[config.mk]
export PLATFORM = sky130hd
export DESIGN_NAME = control_unit
export DESIGN_NICKNAME = d
export VERILOG_FILES = /design/src/rtl/control_unit.sv
export SDC_FILE = /design/constraint.sdc
export NUM_CORES = 1
export LEC_CHECK = 0
export ABC_AREA = 1
export ABC_CLOCK_PERIOD_IN_PS = 1250
export CAP_MARGIN = 5
export CORE_MARGIN = 5
export CORE_UTILIZATION = 35
export DETAILED_ROUTE_END_ITERATION = 6
export PLACE_DENSITY = 0.78
export SLEW_MARGIN = 20
export SYNTH_ARGS = -nofsm -noshare
export SYNTH_HDL_FRONTEND = slang
export SYNTH_SLANG_ARGS = --single-unit
[constraint.sdc]
create_clock -name clk -period 1.25 [get_ports clk]
set_input_delay 0.25 -clock clk [delete_from_list [all_inputs] [get_ports clk]]
set_output_delay 0.25 -clock clk [all_outputs]
set_load 0.1 [all_outputs]
[src/rtl/control_unit.sv]
// Multicycle Moore control unit for the cpu datapath.
// Sequences fetch, decode and per-instruction execute/writeback states and
// decodes every datapath control signal from the current state.
// Optional feature: define CTRL_EXCEPTION_EN to enable overflow and
// unknown-instruction exceptions (EPC save, vector read, PC load).
module control_unit #(
  parameter int unsigned MEM_WAIT = 1,
  parameter int unsigned STATE_W  = 5
) (
  input  logic       clk,
  input  logic       reset,
  input  logic [5:0] opcode,
  input  logic [5:0] funct,
  input  logic       Overflow,
  input  logic       Zero,
  output logic       PC_write,
  output logic [1:0] IorD,
  output logic       MemWrite,
  output logic       IRWrite,
  output logic       A_write,
  output logic       B_write,
  output logic       ALUOut_write,
  output logic       EPC_write,
  output logic       RegWrite,
  output logic [1:0] RegDst,
  output logic [1:0] MemToReg,
  output logic       seletor_ulaA,
  output logic [1:0] seletor_ulaB,
  output logic [2:0] Seletor,
  output logic [1:0] PCSource,
  output logic [2:0] ShiftOP,
  output logic       SrInputSrc,
  output logic [1:0] SrNSrc
);

  localparam int unsigned CntW = (MEM_WAIT > 0) ? $clog2(MEM_WAIT + 1) : 1;
  localparam logic [CntW-1:0] CntLast = CntW'(MEM_WAIT);

  localparam logic [5:0] OpR    = 6'h00;
  localparam logic [5:0] OpJ    = 6'h02;
  localparam logic [5:0] OpBeq  = 6'h04;
  localparam logic [5:0] OpBne  = 6'h05;
  localparam logic [5:0] OpAddi = 6'h08;
  localparam logic [5:0] OpLw   = 6'h23;
  localparam logic [5:0] OpSw   = 6'h2B;

  localparam logic [5:0] FnSll = 6'h00;
  localparam logic [5:0] FnSrl = 6'h02;
  localparam logic [5:0] FnJr  = 6'h08;
  localparam logic [5:0] FnAdd = 6'h20;
  localparam logic [5:0] FnSub = 6'h22;
  localparam logic [5:0] FnAnd = 6'h24;

  typedef enum logic [STATE_W-1:0] {
    StReset, StFetch, StDecode, StREx, StRWb, StShLd, StShOp, StShWb, StJr,
    StIEx, StIWb, StAddr, StMemRd, StLwWb, StMemWr, StBr, StJmp,
    StExcEpc, StExcRd, StExcPc
  } state_e;

  state_e          state_q, state_d;
  logic [CntW-1:0] cnt_q, cnt_d;   // cycle counter for memory-wait states
  logic            last_cyc;

`ifdef CTRL_EXCEPTION_EN
  logic cause_q, cause_d;          // 1: overflow, 0: unknown instruction
`else
  logic unused_ovf;
  assign unused_ovf = Overflow;
`endif

  assign last_cyc = (cnt_q == CntLast);

  // Next-state and wait-counter logic
  always_comb begin
    state_d = state_q;
    cnt_d   = '0;
`ifdef CTRL_EXCEPTION_EN
    cause_d = cause_q;
`endif
    case (state_q)
      StReset: state_d = StFetch;
      StFetch: begin
        if (last_cyc) state_d = StDecode;
        else          cnt_d   = cnt_q + 1'b1;
      end
      StDecode: begin
`ifdef CTRL_EXCEPTION_EN
        state_d = StExcEpc;
        cause_d = 1'b0;
`else
        state_d = StFetch;
`endif
        case (opcode)
          OpR: begin
            case (funct)
              FnAdd, FnSub, FnAnd: state_d = StREx;
              FnSll, FnSrl:        state_d = StShLd;
              FnJr:                state_d = StJr;
              default: ;
            endcase
          end
          OpAddi:     state_d = StIEx;
          OpLw, OpSw: state_d = StAddr;
          OpBeq, OpBne: state_d = StBr;
          OpJ:        state_d = StJmp;
          default: ;
        endcase
      end
      StREx: begin
        state_d = StRWb;
`ifdef CTRL_EXCEPTION_EN
        // and cannot overflow; only add/sub trap
        if (Overflow && (funct != FnAnd)) begin
          state_d = StExcEpc;
          cause_d = 1'b1;
        end
`endif
      end
      StShLd: state_d = StShOp;
      StShOp: state_d = StShWb;
      StIEx: begin
        state_d = StIWb;
`ifdef CTRL_EXCEPTION_EN
        if (Overflow) begin
          state_d = StExcEpc;
          cause_d = 1'b1;
        end
`endif
      end
      StAddr: state_d = (opcode == OpLw) ? StMemRd : StMemWr;
      StMemRd: begin
        if (last_cyc) state_d = StLwWb;
        else          cnt_d   = cnt_q + 1'b1;
      end
`ifdef CTRL_EXCEPTION_EN
      StExcEpc: state_d = StExcRd;
      StExcRd: begin
        if (last_cyc) state_d = StExcPc;
        else          cnt_d   = cnt_q + 1'b1;
      end
      StExcPc: state_d = StFetch;
`endif
      StRWb, StShWb, StJr, StIWb, StLwWb, StMemWr, StBr, StJmp: state_d = StFetch;
      default: state_d = StReset;
    endcase
  end

  // State register with asynchronous active-low reset
  always_ff @(posedge clk or negedge reset) begin
    if (!reset) begin
      state_q <= StReset;
      cnt_q   <= '0;
`ifdef CTRL_EXCEPTION_EN
      cause_q <= 1'b0;
`endif
    end else begin
      state_q <= state_d;
      cnt_q   <= cnt_d;
`ifdef CTRL_EXCEPTION_EN
      cause_q <= cause_d;
`endif
    end
  end

  // Moore output decode; only the branch enable looks at Zero directly
  always_comb begin
    PC_write     = 1'b0;
    IorD         = 2'b00;
    MemWrite     = 1'b0;
    IRWrite      = 1'b0;
    A_write      = 1'b0;
    B_write      = 1'b0;
    ALUOut_write = 1'b0;
    EPC_write    = 1'b0;
    RegWrite     = 1'b0;
    RegDst       = 2'b00;
    MemToReg     = 2'b00;
    seletor_ulaA = 1'b0;
    seletor_ulaB = 2'b00;
    Seletor      = 3'b000;
    PCSource     = 2'b00;
    ShiftOP      = 3'b000;
    SrInputSrc   = 1'b0;
    SrNSrc       = 2'b00;
    case (state_q)
      StFetch: begin
        seletor_ulaB = 2'b01;
        Seletor      = 3'b001;
        IRWrite      = last_cyc;
        PC_write     = last_cyc;
      end
      StDecode: begin
        A_write      = 1'b1;
        B_write      = 1'b1;
        ALUOut_write = 1'b1;
        seletor_ulaB = 2'b11;
        Seletor      = 3'b001;
      end
      StREx: begin
        seletor_ulaA = 1'b1;
        ALUOut_write = 1'b1;
        case (funct)
          FnAdd:   Seletor = 3'b001;
          FnSub:   Seletor = 3'b010;
          FnAnd:   Seletor = 3'b011;
          default: Seletor = 3'b000;
        endcase
      end
      StRWb, StShWb: begin
        RegDst   = 2'b01;
        MemToReg = (state_q == StShWb) ? 2'b10 : 2'b00;
        RegWrite = 1'b1;
      end
      StShLd: ShiftOP = 3'b001;
      StShOp: ShiftOP = (funct == FnSrl) ? 3'b011 : 3'b010;
      StJr: begin
        seletor_ulaA = 1'b1;
        PC_write     = 1'b1;
      end
      StIEx, StAddr: begin
        seletor_ulaA = 1'b1;
        seletor_ulaB = 2'b10;
        Seletor      = 3'b001;
        ALUOut_write = 1'b1;
      end
      StIWb: RegWrite = 1'b1;
      StMemRd: IorD = 2'b01;
      StLwWb: begin
        MemToReg = 2'b01;
        RegWrite = 1'b1;
      end
      StMemWr: begin
        IorD     = 2'b01;
        MemWrite = 1'b1;
      end
      StBr: begin
        seletor_ulaA = 1'b1;
        Seletor      = 3'b010;
        PCSource     = 2'b01;
        PC_write     = (opcode == OpBne) ? ~Zero : Zero;
      end
      StJmp: begin
        PC_write = 1'b1;
        PCSource = 2'b10;
      end
`ifdef CTRL_EXCEPTION_EN
      StExcEpc: begin
        EPC_write    = 1'b1;
        seletor_ulaB = 2'b01;
        Seletor      = 3'b010;
      end
      StExcRd: IorD = cause_q ? 2'b11 : 2'b10;
      StExcPc: begin
        PC_write = 1'b1;
        PCSource = 2'b11;
      end
`endif
      default: ;
    endcase
  end

endmodule
==> summary.md, run 1 <==
| Metric | Value |
|---|---|
| Outcome | stopped before the end |
| Last stage reached | global routing (5_1_grt) |
| Log Error | [ERROR DPL-0033] detailed placement checks failed during check placement. |
| Clock root buffer | sky130_fd_sc_hd__clkbuf_4 |
| Placed Cells | between 200 and 300 |
| Post-detail-place hpwl | 3000 µm |
| Number of antenna violations at the first check in global routing | 0 |
| H-tree levels | 1 |
| Height of the chip | a little under 60 µm |
| Type of pin the worst path ends at | primary output |
| Number of buffers created by CTS | 3 |
| Gate count of the mapped netlist | around 150 |
| Largest area contributor in the netlist | sky130_fd_sc_hd__dfrtp_1 |
| Largest net degree at the start of global routing | 7 |
| Buffer levels on the longest clock path | 2 |
| Effective utilization at floorplan | a little under two fifths |
| Grt repair worst endpoint | PC_write |
| Horizontal die dimension | 59.0 µm |
| Syn avg cell area | between 5 and 6 µm² |
| Netlist area before placement | ~840 µm² |
| Synth Register Bits | 6 |
| CTS hold repair buffers | 0 |
| Yosys top cell area share | 17.9% |
| Synth warn | 0 |
| Routability cong. | approximately 0.87 |
| Row Count | 17 |
| I/O pin total | 44 |
| Netlist cell types | 21 |
| Largest cells by area after synthesis | sky130_fd_sc_hd__dfrtp_1, sky130_fd_sc_hd__nand2_1, sky130_fd_sc_hd__nor2_1 |
| Clock Sinks | 6 |
| Share of the yosys chip area belonging to registers | 17.9% |
| # port buffers | 34 |
[timing repair]
action	in CTS
setup endpoints to repair	26
hold endpoints to repair	0
setup buffers	11
pin swaps	11
resized for setup	44
[stage by stage]
| stage | instance area, µm² | setup slack, ns |
|---|---|---|
| after floorplan | 1070 | -0.838 |
| after global placement | 1840 | -0.591 |
| after CTS | 2090 | -0.604 |
| after detailed placement | 1840 | -0.742 |
[cell usage after synthesis]
cell and number:
sky130_fd_sc_hd__nor3_1 7, sky130_fd_sc_hd__o21ai_1 1, sky130_fd_sc_hd__nor2_1 32, sky130_fd_sc_hd__o21a_1 1, sky130_fd_sc_hd__inv_2 5, sky130_fd_sc_hd__nor3_4 1
sky130_fd_sc_hd__nand3_2 1, sky130_fd_sc_hd__nand2_1 33, sky130_fd_sc_hd__buf_4 9, sky130_fd_sc_hd__dfrtp_1 6, sky130_fd_sc_hd__conb_1 1, sky130_fd_sc_hd__nor2_4 1
sky130_fd_sc_hd__a31oi_1 1, sky130_fd_sc_hd__a21oi_1 4, sky130_fd_sc_hd__a21oi_4 1, sky130_fd_sc_hd__nor2_2 2, sky130_fd_sc_hd__inv_1 25, sky130_fd_sc_hd__nand3_1 12
sky130_fd_sc_hd__o211ai_1 1, sky130_fd_sc_hd__o21ai_0 7, sky130_fd_sc_hd__nand2_2 3
[logic make-up after synthesis]
group | share of synthesized area [%]
AND/OR/NAND/NOR | 48.6
buffers and inverters | 21.5
AO/OA/AOI/OAI | 11.6
flip-flops | 17.9
other | 0.447
==> run 2, diff against run 1 <==
--- a/config.mk
+++ b/config.mk
@@ -6,12 +6,12 @@
 export NUM_CORES = 1
 export LEC_CHECK = 0
 export ABC_AREA = 1
-export ABC_CLOCK_PERIOD_IN_PS = 1250
+export ABC_CLOCK_PERIOD_IN_PS = 1600
 export CAP_MARGIN = 5
-export CORE_MARGIN = 5
-export CORE_UTILIZATION = 35
+export CORE_AREA = 5 5 66 68
 export DETAILED_ROUTE_END_ITERATION = 6
-export PLACE_DENSITY = 0.78
+export DIE_AREA = 0 0 71 73
+export PLACE_DENSITY_LB_ADDON = 0.15
 export SLEW_MARGIN = 20
 export SYNTH_ARGS = -nofsm -noshare
 export SYNTH_HDL_FRONTEND = slang
==> constraint.sdc (replaced) <==
create_clock -name clk -period 1.6 [get_ports clk]
set_input_delay 0.32 -clock clk [delete_from_list [all_inputs] [get_ports clk]]
set_output_delay 0.32 -clock clk [all_outputs]
set_load 0.1 [all_outputs]
==> summary.md, run 2 <==
| Metric | Value |
|---|---|
| Worst-skew pair later-pin latency | between 0.2 and 0.25 ns |
| Residual DRC | 0 |
| Crit Reg-Reg Endpoint | state_q[0] |
| Most flop-heavy register | state_q |
| Largest area contributor in the netlist | sky130_fd_sc_hd__dfrtp_1 |
| Commonest cells in the synthesized netlist | sky130_fd_sc_hd__nand2_1, sky130_fd_sc_hd__nor2_1, sky130_fd_sc_hd__inv_1 |
| Routed via count | approximately 1,300 |
| Data arrival time of the critical path | ~1.6 ns |
| Initial DRT Pass Iterations | 4 |
| Layout-stage area growth over the synthesis result | 172% |
| Worst hold path class | input pin to async pin |
| Routed len/inst | roughly 12 µm |
| Largest registers | state_q (5), cnt_q (1) |
| Internal Pwr Total | roughly 1.7 mW |
| Setup repair after global routing missed its margin | true |
| Number of antenna violations at the first check in global routing | 0 |
| Top-count cell post-synth | sky130_fd_sc_hd__nand2_1 |
| Clock slew seen by the registers of the worst setup and hold paths | roughly 0.040 ns |
| Max Clk Rate | around 530 MHz |
| Core area | about 0.0038 mm² |
| Power Total | about 3.8 mW |
| Number of DRC markers in iteration 0 | 18 |
| Most common flop cell mapped by yosys | sky130_fd_sc_hd__dfrtp_1 |
| Leakage dissipation | about 1.1 nW |
| Clock root buffer | sky130_fd_sc_hd__clkbuf_8 |
| I/O pin total | 44 |
| Share of synthesized registers carrying an async set or reset | 100% |
| Kind of end point of the critical path | output port |
| Worst slew pin tran | 0.494 ns |
| Routability cong. | around 0.80 |
| Clock Sinks | 6 |
| Final hold violation count | 0 |
| Commonest non-fill, non-tap cell in the layout | sky130_fd_sc_hd__buf_4 |
| Critical Path Source Type | flop |
| Finish-stage setup viols | 21 |
| Netlist area before placement | 840 µm² |
| Hold slack final | approximately 0.34 ns |
| Largest net degree at the start of global routing | 7 |
| CTS hold repair buffers | 0 |
| Largest cells by area after synthesis | sky130_fd_sc_hd__dfrtp_1, sky130_fd_sc_hd__nand2_1, sky130_fd_sc_hd__nor2_1 |
| Final Net Count | 262 |
| Switching part of the total power | 56.4% |
| Proportion of power drawn by flip-flops and latches | about 7% |
| Horizontal die dimension | about 71 µm |
| Share of the yosys chip area belonging to registers | about 18% |
| CTS tree | built |
| Max-cap violation count | 0 |
| EDFF count, synth | 0 |
| H-tree levels | 1 |
| Gate count of the mapped netlist | between 150 and 200 |
| Final antenna diode count | 0 |
| Worst setup startpoint | state_q[4] |
| Max-slew headroom at the worst pin | between 60 and 70% |
| Yosys top cell area share | between 15 and 20% |
| Final Max Slew Viols | 0 |
| Most frequent cells in the layout | sky130_fd_sc_hd__buf_4, sky130_fd_sc_hd__buf_12, sky130_fd_sc_hd__nand2_1 |
| Part of the total power dissipated in the clock network | between 5 and 6% |
| Combinational Power Share | 87.3% |
| FILL cells | around 340 |
| Worst path setup slack after routing | -0.276 ns |
| Max Fanout on Critical Path | 4 |
| Slack of the worst reg-to-reg path | -0.08 ns |
| Fraction of layout instances using a drive strength above 1 | 62.3% |
| Data required, critical path | approximately 1.3 ns |
| GR Overflow Total | 0 |
| Pwr dens | ~1700 mW/mm² |
| Via count of the first global-routing pass | 1,324 |
| Synth Register Bits | 6 |
| Violations in the final reports | negative setup slack |
| Final Instance Count excl. Fillers | approximately 300 |
| Netlist cell types | 21 |
| Die footprint | roughly 0.0052 mm² |
| Flip-flop count of the largest register after layout | 5 |
| Number of buffers created by CTS | 3 |
| Sw Pwr | 2.17 mW |
| Syn avg cell area | 5.45 µm² |
| Placed Cells | 273 |
| Effective utilization at floorplan | roughly 22% |
| Total routed wirelength | between 3000 and 4000 µm |
| Final sum of negative setup slack | -4.33 ns |
| Final clock period utilization by the worst path | 117% |
| Outcome | finished with violations |
| Number of vias per cell | roughly 4.4 |
| Buffer levels on the longest clock path | 2 |
| Path type of the worst setup path | flop to output port |
| Total global routing track utilization | 12.9% |
| Post-detail-place hpwl | ~2600 µm |
| Worst IR Drop VDD | between 1 and 1.5 mV |
| Synth warn | 0 |
| Depth of the worst register-to-register path | 11 |
| Post-layout minimum cycle time | 1.88 ns |
| First-pass GRT wire length | around 5600 µm |
| Height of the chip | roughly 73 µm |
| # port buffers | 34 |
| Row Count | 23 |
| Launching point of the worst reg2reg path | state_q[1] |
| Number of antenna-violating nets in the routed design | 0 |
| Clock Skew | approximately 0.0014 ns |
==> run 2: cell counts after synthesis <==
No cell type changed its count.
==> run 2: worst max path at each step <==
stage,depth (start not counted),slack [ns],end
5_1_grt,10,-0.34,PC_write
6_report,7,-0.28,ALUOut_write
2_1_floorplan,9,-0.56,PC_write
4_1_cts,9,-0.31,PC_write
3_3_place_gp,8,-0.37,PC_write
3_5_place_dp,7,-0.41,Seletor[1]
==> run 2: cell type report <==
cell class	count	area (µm²)	share of cell area, %
Inverter	30	128	5.59
Sequential cell	6	151	6.63
Clock buffer	3	41.3	1.81
Multi-Input combinational cell	116	885	38.7
Timing Repair Buffer	89	1020	44.5
Tap cell	50	62.6	2.74
==> run 2: metrics by stage <==
stage	utilization, %	cell area, µm²	setup slack (ns)
final	60.1	2280	-0.276
after floorplan	-	1050	-0.558
after global placement	49.1	1860	-0.368
after detailed placement	49.1	1860	-0.407
after CTS	55.6	2110	-0.305
after global routing	60.1	2280	-0.340
==> run 2: power by group through the flow <==
stage / clock [mW] / combinational [mW] / sequential, mW
detailed placement: 0 / 2.94 / 0.257
CTS: 0.229 / 3.18 / 0.275
global route: 0.239 / 3.51 / 0.272
floorplan: 0 / 1.89 / 0.251
finish: 0.223 / 3.35 / 0.266
global placement: 0 / 2.92 / 0.253
==> run 2: routing by layer <==
layer / vias to the layer above / track usage (%) / routed length [µm]
met5: - / 0 / 0
met4: 0 / 5.22 / 64
met3: 8 / 2.75 / 151
met2: 34 / 26.2 / 2000
met1: 607 / 12.5 / 1180
li1: 644 / - / -
==> run 2: what timing repair did <==
action / in CTS / in global routing
pin swaps: 19 / 16
buffers inserted: 11 / 8
endpoints found under the setup margin: 21 / 24
resized for setup: 45 / 29
==> run 2: kinds of logic after synthesis <==
logic type             Yosys count  synth area share [%]
and+or+nand+nor                 92                  48.6
buffers and inverters           39                  21.5
AOI/OAI and AO/OA               16                  11.6
DFF                              6                  17.9
other                            1                 0.447
==> run 2: worst max-delay path, cell delays in order (launching register included) <==
cell and delay (ns):
sky130_fd_sc_hd__dfrtp_1 0.38, sky130_fd_sc_hd__buf_4 0.15, sky130_fd_sc_hd__nor3_4 0.18, sky130_fd_sc_hd__buf_6 0.16, sky130_fd_sc_hd__nand2_8 0.08, sky130_fd_sc_hd__buf_12 0.14, sky130_fd_sc_hd__nand2_4 0.06, sky130_fd_sc_hd__buf_12 0.17
(Power assumes the default switching activity.)
==> run 3, diff against run 2 <==
--- a/config.mk
+++ b/config.mk
@@ -11,6 +11,7 @@
 export CORE_AREA = 5 5 66 68
 export DETAILED_ROUTE_END_ITERATION = 6
 export DIE_AREA = 0 0 71 73
+export MAX_ROUTING_LAYER = met4
 export PLACE_DENSITY_LB_ADDON = 0.15
 export SLEW_MARGIN = 20
 export SYNTH_ARGS = -nofsm -noshare
==> summary.md, run 3 (synthesis results as in run 2) <==
| Metric | Value |
|---|---|
| CTS hold repair buffers | 0 |
| Data arrival time of the critical path | 1.56 ns |
| Cell type group with the largest total delay on the critical path | buffers and inverters |
| Core area | 0.00380 mm² |
| Most frequent cells in the layout | sky130_fd_sc_hd__buf_4, sky130_fd_sc_hd__buf_12, sky130_fd_sc_hd__nand2_1 |
| Number of DRC markers in iteration 0 | 18 |
| Dominant cell type by count on the critical path | sky130_fd_sc_hd__buf_12 |
| Power Total | 3.84 mW |
| Clock slew seen by the registers of the worst setup and hold paths | about 0.040 ns |
| Largest registers | state_q (5), cnt_q (1) |
| Flip-flop count of the largest register after layout | 5 |
| Residual DRC | 0 |
| Routability cong. | about 0.8 |
| Clock root buffer | sky130_fd_sc_hd__clkbuf_8 |
| Layout-stage area growth over the synthesis result | 172% |
| CTS tree | built |
| Initial DRT Pass Iterations | 4 |
| Combined buffer and inverter count along the critical path | 4 |
| Launching point of the worst reg2reg path | state_q[1] |
| Kind of end point of the critical path | output port |
| Via count of the first global-routing pass | about 1,300 |
| Height of the chip | between 70 and 80 µm |
| Post-layout minimum cycle time | ~1.9 ns |
| Buffer levels on the longest clock path | 2 |
| Number of buffers created by CTS | 3 |
| Number of antenna-violating nets in the routed design | 0 |
| Pwr dens | 1680 mW/mm² |
| Routed via count | 1,293 |
| Max-slew headroom at the worst pin | between 60% and 70% |
| Number of antenna violations at the first check in global routing | 0 |
| Worst slew pin tran | between 0.4 and 0.5 ns |
| First-pass GRT wire length | approximately 5600 µm |
| Final core occ | 60.1% |
| Worst-skew pair later-pin latency | between 0.2 and 0.25 ns |
| Sequential standard cell area | ~150 µm² |
| Largest net degree at the start of global routing | 7 |
| Die footprint | 0.00518 mm² |
| Finish-stage setup viols | 21 |
| Violations in the final reports | negative setup slack |
| Worst path setup slack after routing | -0.276 ns |
| Area of combinational cells with multiple inputs | about 900 µm² |
| Final hold violation count | 0 |
| Worst slack at placement | -0.407 ns |
| Clock Skew | approximately 0.0014 ns |
| Final Net Count | between 200 and 300 |
| Final Max Slew Viols | 0 |
| Worst hold path class | input pin to async pin |
| I/O pin total | between 40 and 50 |
| FILL cells | approximately 340 |
| Final antenna diode count | 0 |
| Row Count | 23 |
| Max Clk Rate | 533 MHz |
| Outcome | finished with violations |
| Setup repair after global routing missed its margin | true |
| Data required, critical path | between 1 and 1.5 ns |
| Clock Sinks | 6 |
| Total global routing track utilization | 13.3% |
| Leakage dissipation | between 1 and 1.5 nW |
| # port buffers | 34 |
| Path type of the worst setup path | flop to output port |
| Commonest non-fill, non-tap cell in the layout | sky130_fd_sc_hd__buf_4 |
| Most flop-heavy register | state_q |
| Critical Path Slowest Stage Cell | sky130_fd_sc_hd__dfrtp_1 |
| Worst IR Drop VDD | between 1 and 1.5 mV |
| H-tree levels | 1 |
| Horizontal die dimension | 71 µm |
| Final clock period utilization by the worst path | 117% |
| Worst setup startpoint | state_q[4] |
| List of cells traversed by the critical path | buf_4 > nor3_4 > buf_6 > nand2_8 > buf_12 > nand2_4 > buf_12 |
| Max Fanout on Critical Path | 4 |
| GR Overflow Total | 0 |
| Final sum of negative setup slack | -4.33 ns |
| Effective utilization at floorplan | between 20% and 30% |
| Number of vias per cell | 4.40 |
| Biggest cell delay along the critical path | 0.38 ns |
| Post-detail-place hpwl | 2640 µm |
| Total routed wirelength | around 3400 µm |
| Max-cap violation count | 0 |
| Routed len/inst | around 12 µm |
| Critical Path Source Type | flop |
| Fraction of layout instances using a drive strength above 1 | approximately 62% |
==> run 3: final timing paths <==
kind / to / cells past startpoint / slack, ns
worst max register to register: state_q[0] / 11 / -0.08
worst min register to register: cnt_q / 1 / 0.48
max in group asynchronous: state_q[0] / 1 / 1.02
worst max-delay path: ALUOut_write / 7 / -0.28
min in group clk: cnt_q / 1 / 0.48
worst min-delay path: cnt_q / 1 / 0.34
==> run 3: per-layer routing <==
layer,GRT usage (%),part of all wire (%),up-vias
met3,2.20,3.5,8
met5,-,0,-
met2,26.2,59,32
met4,5.22,1.9,0
met1,12.8,36,609
li1,-,-,644
==> run 3: power breakdown <==
part | switching (mW) | total, mW | internal (mW)
registers | 0.0632 | 0.266 | 0.203
logic | 2.04 | 3.35 | 1.31
clock network | 0.0616 | 0.223 | 0.161
total | 2.17 | 3.84 | 1.67
==> run 3: what timing repair did <==
action / in CTS / in global routing
endpoints found under the setup margin: 21 / 24
pin swaps: 19 / 16
buffers inserted: 11 / 8
resized for setup: 45 / 29
==> run 3: final cells by class <==
cell class	instances	area share, %
inverter	30	5.59
clock buffer	3	1.81
sequential	6	6.63
multi-input combinational	116	38.7
timing repair buffer	89	44.5
tap	50	2.74
==> run 3: per-stage QoR <==
| stage | instance area, µm² | hold WS (ns) | instances |
|---|---|---|---|
| 6_report | 2280 | 0.344 | 294 |
| 2_1_floorplan | 1050 | 0.0244 | 161 |
| 3_5_place_dp | 1860 | 0.479 | 273 |
| 5_1_grt | 2280 | 0.365 | 294 |
| 4_1_cts | 2110 | 0.347 | 286 |
| 3_3_place_gp | 1860 | 0.465 | 273 |
==> run 4, diff against run 3 <==
--- a/config.mk
+++ b/config.mk
@@ -13,7 +13,7 @@
 export DIE_AREA = 0 0 71 73
 export MAX_ROUTING_LAYER = met4
 export PLACE_DENSITY_LB_ADDON = 0.15
-export SLEW_MARGIN = 20
+export SLEW_MARGIN = 30
 export SYNTH_ARGS = -nofsm -noshare
 export SYNTH_HDL_FRONTEND = slang
 export SYNTH_SLANG_ARGS = --single-unit
==> results of run 4 <==
Final layout, timing and power as in run 3 (identical DEF).
